**src/rtl/mux_scan_pkg.sv**
```systemverilog
// Shared types and defaults for the mux8_scan_ctrl scan sequencer.
// Optional frame parity output is enabled by defining MUX_SCAN_PARITY_EN.
package mux_scan_pkg;

  typedef enum logic [1:0] {
    IDLE,
    SCAN,
    HOLD
  } scan_state_e;

  localparam int NUM_CH_DEF = 8;
  localparam int SEL_W_DEF  = 3;
  localparam int DWELL_DEF  = 4;

  // Width needed to hold 0..dwell; never below one bit.
  function automatic int cnt_width(input int dwell);
    return (dwell < 1) ? 1 : $clog2(dwell + 1);
  endfunction

endpackage

```
**src/rtl/mux_scan_dwell_cnt.sv**
```systemverilog
// Dwell counter: counts 0..DWELL-1 while enabled and pulses tick on the last count.
// The tick is combinational so the owner samples on the same edge the counter wraps.
module mux_scan_dwell_cnt
  import mux_scan_pkg::*;
#(
  parameter  int DWELL = DWELL_DEF,
  localparam int CW    = cnt_width(DWELL)
) (
  input  logic clk,
  input  logic rst_n,
  input  logic clr,
  input  logic en,
  output logic tick
);

  logic [CW-1:0] cnt;

  assign tick = en && (cnt == CW'(DWELL - 1));

  // NOTE: state registers use non-blocking (<=) so every flop samples the
  // pre-edge values; reset is synchronous and sits inside the clocked block.
  always_ff @(posedge clk) begin
    if (!rst_n) begin
      cnt <= '0;
    end else if (clr) begin
      cnt <= '0;
    end else if (en) begin
      cnt <= tick ? '0 : cnt + CW'(1);
    end
  end

endmodule

```
**src/rtl/mux8_scan_ctrl.sv**
```systemverilog
// Scan sequencer for the 8:1 bit mux: steps sel, samples each channel after DWELL
// cycles and hands out the assembled frame with valid/ready. Macro: MUX_SCAN_PARITY_EN.
module mux8_scan_ctrl
  import mux_scan_pkg::*;
#(
  parameter int NUM_CH = NUM_CH_DEF,
  parameter int SEL_W  = SEL_W_DEF,
  parameter int DWELL  = DWELL_DEF
) (
  input  logic              clk,
  input  logic              rst_n,
  input  logic              start,
  input  logic              cont,
  input  logic              abort,
  input  logic              mux_out,
  output logic [SEL_W-1:0]  sel,
  output logic              busy,
  output logic [NUM_CH-1:0] frame,
  output logic              frame_valid,
`ifdef MUX_SCAN_PARITY_EN
  output logic              frame_parity,
`endif
  input  logic              frame_ready
);

  localparam logic [SEL_W-1:0] LAST_SEL = SEL_W'(NUM_CH - 1);

  scan_state_e       state, state_next;
  logic [SEL_W-1:0]  sel_next;
  logic [NUM_CH-1:0] asm_q, asm_next;
  logic [NUM_CH-1:0] frame_next;
  logic              valid_next;
  logic              cnt_en;
  logic              tick;

  // The counter only runs in SCAN; any other state (or an abort) holds it at zero,
  // so every scan entry starts a fresh dwell window.
  assign cnt_en = (state == SCAN) && !abort;

  mux_scan_dwell_cnt #(
    .DWELL (DWELL)
  ) u_dwell_cnt (
    .clk   (clk),
    .rst_n (rst_n),
    .clr   (!cnt_en),
    .en    (cnt_en),
    .tick  (tick)
  );

  assign busy = (state != IDLE);

  // NOTE: every signal written here gets a default first, so no path
  // through the block can leave one unassigned and infer a latch.
  always_comb begin
    state_next = state;
    sel_next   = sel;
    asm_next   = asm_q;
    frame_next = frame;
    valid_next = frame_valid;

    if (abort) begin
      state_next = IDLE;
      sel_next   = '0;
      asm_next   = '0;
      valid_next = 1'b0;
    end else begin
      unique case (state)
        IDLE: begin
          if (start) begin
            state_next = SCAN;
            sel_next   = '0;
            asm_next   = '0;
          end
        end
        SCAN: begin
          if (tick) begin
            asm_next[sel] = mux_out;
            if (sel == LAST_SEL) begin
              frame_next = asm_next;
              valid_next = 1'b1;
              state_next = HOLD;
              asm_next   = '0;
            end else begin
              sel_next = sel + SEL_W'(1);
            end
          end
        end
        HOLD: begin
          if (frame_valid && frame_ready) begin
            valid_next = 1'b0;
            sel_next   = '0;
            state_next = cont ? SCAN : IDLE;
          end
        end
        default: state_next = IDLE;
      endcase
    end
  end

  always_ff @(posedge clk) begin
    if (!rst_n) begin
      state       <= IDLE;
      sel         <= '0;
      asm_q       <= '0;
      frame       <= '0;
      frame_valid <= 1'b0;
    end else begin
      state       <= state_next;
      sel         <= sel_next;
      asm_q       <= asm_next;
      frame       <= frame_next;
      frame_valid <= valid_next;
    end
  end

`ifdef MUX_SCAN_PARITY_EN
  // Tracks frame exactly: it changes only on the edge frame is loaded.
  always_ff @(posedge clk) begin
    if (!rst_n) begin
      frame_parity <= 1'b0;
    end else begin
      frame_parity <= ^frame_next;
    end
  end
`endif

endmodule

```
**config.mk**
```make
export PLATFORM = sky130hd
export DESIGN_NAME = mux8_scan_ctrl
export DESIGN_NICKNAME = d
export VERILOG_FILES = /design/src/rtl/mux_scan_pkg.sv /design/src/rtl/mux_scan_dwell_cnt.sv /design/src/rtl/mux8_scan_ctrl.sv
export SDC_FILE = /design/constraint.sdc
export NUM_CORES = 1
export LEC_CHECK = 0
export ABC_AREA = 1
export BUFFER_PORTS_ARGS = -buffer_cell sky130_fd_sc_hd__buf_4
export CAP_MARGIN = 10
export CELL_PAD_IN_SITES_DETAIL_PLACEMENT = 0
export CELL_PAD_IN_SITES_GLOBAL_PLACEMENT = 1
export CORE_AREA = 2 2 63 65
export DETAILED_ROUTE_END_ITERATION = 16
export DIE_AREA = 0 0 65 67
export PLACE_DENSITY = 0.83
export SETUP_SLACK_MARGIN = 0.4
export SKIP_LAST_GASP = 1
export SLEW_MARGIN = 0
export SYNTH_ARGS = -nofsm -noshare
export SYNTH_HDL_FRONTEND = slang
export SYNTH_SLANG_ARGS = --single-unit
```
**constraint.sdc**
```tcl
create_clock -name clk -period 1.3 [get_ports clk]
set_input_delay 0.13 -clock clk [delete_from_list [all_inputs] [get_ports clk]]
set_output_delay 0.13 -clock clk [all_outputs]
set_load 0.005 [all_outputs]
```
Yosys cells after proc, flatten, opt, wreduce, memory -nomap -nowiden

Index checks and enable logic that the tools add are counted.

Bits in registers: 25
Latch bits: 0
Memory bits (writable): 0
Bits in read-only memories: 0
Input port bits: 7
Output and inout bits: 13
Memories kept: 0

$add $sub $neg: 2
Multipliers: 0
Divide/modulo/power cells: 0
Order comparisons: 2
Eq/ne operators: 9
Shift operators: 0
Mux-type cells: 22
Bitwise gates (word level): 3
Reduce and logical (&&, ||, !) cells: 17

Operators with widths:

| operator                                                          | count |
|---|---|
| 2-to-1 mux 8 bit                                                  | 3 |
| one-hot mux 8 bit (2 select lines)                                | 1 |
| 2-to-1 mux 3 bit                                                  | 4 |
| AND reduction 4 bit                                               | 3 |
| one-hot mux 3 bit (3 select lines)                                | 1 |
| bitwise mux 8 bit                                                 | 1 |
| 2-to-1 mux 2 bit                                                  | 4 |
| adder 3 x 1 -> 3 bit, second input constant                       | 2 |
| inequality test 2 bit, second input constant                      | 3 |
| one-hot mux 2 bit (3 select lines)                                | 1 |
| nonzero test 2 bit                                                | 3 |
| 2-to-1 mux 1 bit                                                  | 5 |
| AND reduction 5 bit                                               | 1 |
| logical AND 1 bit                                                 | 4 |
| < comparator 3 x 4 -> 1 bit, second input constant                | 1 |
| inequality test 2 x 1 -> 1 bit, second input constant             | 2 |
| demux 1 bit (select 3 bit)                                        | 1 |
| == test 3 x 2 -> 1 bit, second input constant                     | 1 |
| == test 3 bit, second input constant                              | 1 |
| greater-or-equal comparator 3 x 1 -> 1 bit, second input constant | 1 |
| inverter 1 bit                                                    | 3 |
| AND reduction 3 bit                                               | 1 |
| nonzero test 3 bit                                                | 1 |
| OR reduction 3 bit                                                | 1 |
| 6 further kinds                                                   | 6 |

Logic depth before layout (Yosys ltp)

Depth after elaboration: 8
Depth in mapped cells: 9

Cells and area by module

A second synthesis with hierarchy kept.

Cell total of the unflattened synthesis: 198
Area, all modules: 1302.5 um^2

Modules (own cells, without submodules):

| module             | instances | cells each | area an instance (um^2) | seq. area each (um^2) |
|---|---|---|---|---|
| mux8_scan_ctrl     | 1         | 178        | 1159.9                  | 440.4 |
| mux_scan_dwell_cnt | 1         | 20         | 142.6                   | 60.1 |

Worst setup path after synthesis

Ideal clock, no wire load.

Kind: register to register
From: register u_dwell_cnt.cnt[0]
To: register frame[7]
Library setup time: 0.116 ns
Arrival time: 1.258 ns
Slack: -0.074 ns
Stages on the path, launching flop included: 10
Path through: dfxtp_1 -> ha_1 -> ha_1 -> inv_1 -> nor2_1 -> nand2_4 -> nor2_8 -> inv_4 -> nor2_1 -> nor2_1

Cells in the longest elaborated chain, start to end: 3

RTL lines:

| what                          | line                     | text |
|---|---|---|
| start, declared               | mux_scan_dwell_cnt.sv:16 | `logic [CW-1:0] cnt;` |
| start signal, assigned        | mux_scan_dwell_cnt.sv:28 | `cnt <= tick ? '0 : cnt + CW'(1);` |
| == test 3 x 2 -> 1 bit        | mux_scan_dwell_cnt.sv:18 | `assign tick = en && (cnt == CW'(DWELL - 1));` |
| logical AND 1 bit             | mux_scan_dwell_cnt.sv:18 |  |
| AND reduction 4 bit (no line) | n/a                      |  |
| end signal, assigned          | mux8_scan_ctrl.sv:111    | `frame <= frame_next;` |
| end, declared                 | mux8_scan_ctrl.sv:18     | `output logic [NUM_CH-1:0] frame,` |

Every way passes these cells.
A chain may end at the register's enable or synchronous reset.

Final worst setup path

From: register u_dwell_cnt.cnt[0]
To: register asm_q[7]

Cells in the longest elaborated chain, start to end: 4

RTL lines:

| what                                     | line                     | text |
|---|---|---|
| == test 3 x 2 -> 1 bit                   | mux_scan_dwell_cnt.sv:18 |  |
| logical AND 1 bit                        | mux_scan_dwell_cnt.sv:18 |  |
| inequality test 2 x 1 -> 1 bit (no line) | n/a                      |  |
| AND reduction 3 bit (no line)            | n/a                      |  |
| end signal, assigned                     | mux8_scan_ctrl.sv:110    | `asm_q <= asm_next;` |
| end, declared                            | mux8_scan_ctrl.sv:30     | `logic [NUM_CH-1:0] asm_q, asm_next;` |

Every way passes these cells.

==> metrics.cfg <==
[yosys]
synthTopCellsByArea=dfxtp_1 (40%), nand3_1 (12%), nand2_1 (9.7%)
synth-edff-count=0
synth_seq_area_share=0.4028
syn_area_per_cell_sq_um=7.140
synth_area_sq_um=1242
ys_async_sr_fraction=0
synth_cell_type_count=25
yosys_warnings=0
yosysTopAreaCellShare=0.4028
synthesis.nets=185
syn_inst=174
synth-main-ff-cell=dfxtp_1
ys_seq_elements=25
yosysTopAreaCell=dfxtp_1

[power]
ir_worst_vdd_mv=0.6544
p_total_w=0.001456
power_density_nw_per_um2=780.5
static-leakage-power_nw=0.7976

[cells_and_area]
drive_above_1_share=0.4286
synthToLayoutAreaGrowth_pct=50.15
diodes=0
final_cell_mix=nand2_1 (30), nand3_1 (25), buf_4 (24)
fin_nets=222
final_common_cell=nand2_1
postLayoutCoreUtil=0.5173
final_area_sq_um=1866

[cts]
path_clk_slew_ns=0.09
cts_buffer_depth=2
clock_sinks=25
clk_latency_ns=0.27
tritoncts=yes
postCtsHoldBufs=0
cts_max_level=1
cts_buffers=3
cts-root-buf=clkbuf_8

[outcome]
status=complete, but fails checks
violations=setup timing

[timing]
finalHoldViolations=0
rsz0062_at_grt=true
timing.final.crit_share=1.070
tightest_slew_ns=0.4274
min_period_ns=1.391
report.final.slew_viol_count=0
slew-limit-headroom=0.7121
max_freq_mhz=719.1
fin_ws_ns=-0.09070
setup_viol=17
clock_skew_ns=0.002432

[die]
fp-row-count=22
start_util=0.3446
pin_count=20
die_area_sq_um=4355
core-area_sq_um=3606
die_h_um=67
die_w_um=65

[critical_path]
start_kind=flop
crit_start=u_dwell_cnt.cnt[0]$_SDFF_PP0_
worstPathArrival_ns=1.59
worstPathMaxFanout=8
required_ns=1.50
regToRegStartpoint=u_dwell_cnt.cnt[0]$_SDFF_PP0_
crit_type=reg2reg
end_kind=flop

[routing]
vias=1219
viasPerCell=4.725
drt_iter0_drc=24
antenna_left=0
firstDrtPassIters=4
avgRoutedWirePerCell_um=11.40
finalWirelength_mm=2.942
drcViolationCount=0

[global_route]
grt_max_degree=16
grt_pass1_vias=1096
grt_pass1_wl_mm=4.774
grt_overflow_total=0
track_usage=0.1438
antenna_found_initial=0

[placement]
placedInstanceArea_sq_um=1531
io_buffers=19
hpwl_mm=2.048
gp_congestion=0.7944
place_ws_ns=-0.1204

[job]
drv_cap=0

[worst_hold_path]
min_path_type=in2reg
holdCritStartpoint=rst_n

-- logic make-up after synthesis --
group | count (synthesis) | synth area share
buffers and inverters | 20 | 0.06848
DFF | 25 | 0.4028
AOI/OAI and AO/OA | 21 | 0.09266
and+or+nand+nor | 104 | 0.3958
adders and majority gates | 4 | 0.04028
-- registers in the layout, summed over array words and instances (netlist names) --
| register | count |
|---|---|
| state | 2 |
| frame_valid | 1 |
| frame | 8 |
| sel | 3 |
| u_dwell_cnt.cnt | 3 |
| asm_q | 8 |
-- Yosys cell counts, drive strengths merged, types with 2 or more instances --
cell,number
a21oi,10
inv,14
nand3,31
nand4,5
nor2,33
dfxtp,25
buf,3
ha,4
o21ai,10
clkinv,2
nand2,34
-- cell type report --
class / instances / area (sq um)
fillers: 347 / 1740
multi-input cells: 129 / 799.5
flip-flops and latches: 25 / 518.0
repair buffers: 36 / 357.8
inverters: 16 / 81.33
well taps: 48 / 60.06
clock buffers: 3 / 41.29
clock inverters: 1 / 7.507
-- layer usage --
| layer | vias up | share of wire | GRT usage |
|---|---|---|---|
| li1 | 653 | - | - |
| met1 | 542 | 0.47 | 0.1840 |
| met2 | 19 | 0.48 | 0.2371 |
| met3 | 5 | 0.025 | 0.02365 |
| met4 | 0 | 0.019 | 0.06383 |
| met5 | - | 0 | 0 |
-- through the flow --
step | setup TNS (ns) | instances | hold WS, ns
2_1_floorplan | -0.1075 | 174 | 0.2657
3_5_place_dp | -1.118 | 245 | 0.4226
5_1_grt | -1.987 | 258 | 0.1390
4_1_cts | -0.5774 | 255 | 0.1255
3_3_place_gp | -0.7312 | 245 | 0.4134
6_report | -0.6566 | 258 | 0.1305
-- what timing repair did --
action	CTS	global route
cloned	1	1
buffers inserted	5	2
pin swaps	8	13
endpoints found under the setup margin	29	31
resized for setup	37	19
-- final timing paths --
| path | to | slack, ns | cells after the start |
|---|---|---|---|
| min reg2reg | asm_q[5]$_SDFFE_PP0P_ | 0.48 | 2 |
| min | frame[3]$_SDFFE_PN0P_ | 0.13 | 3 |
| max reg2reg | asm_q[7]$_SDFFE_PP0P_ | -0.09 | 9 |
| max | asm_q[7]$_SDFFE_PP0P_ | -0.09 | 9 |
-- worst max-delay path, cell delays in order (launching register included) --
cell	delay [ns]
dfxtp_2	0.36
ha_4	0.14
ha_4	0.12
inv_2	0.04
nor2_4	0.09
nand2_4	0.10
buf_12	0.16
nand2_8	0.08
nand3_2	0.08
a21oi_1	0.15
-- report_power, final --
part           total [W]  internal, W  switching (W)
clock           0.000468     0.000217       0.000251
combinational   0.000210    0.0000889       0.000121
sequential      0.000778     0.000769     0.00000910
Note: power is estimated with default switching activity, not from simulation.
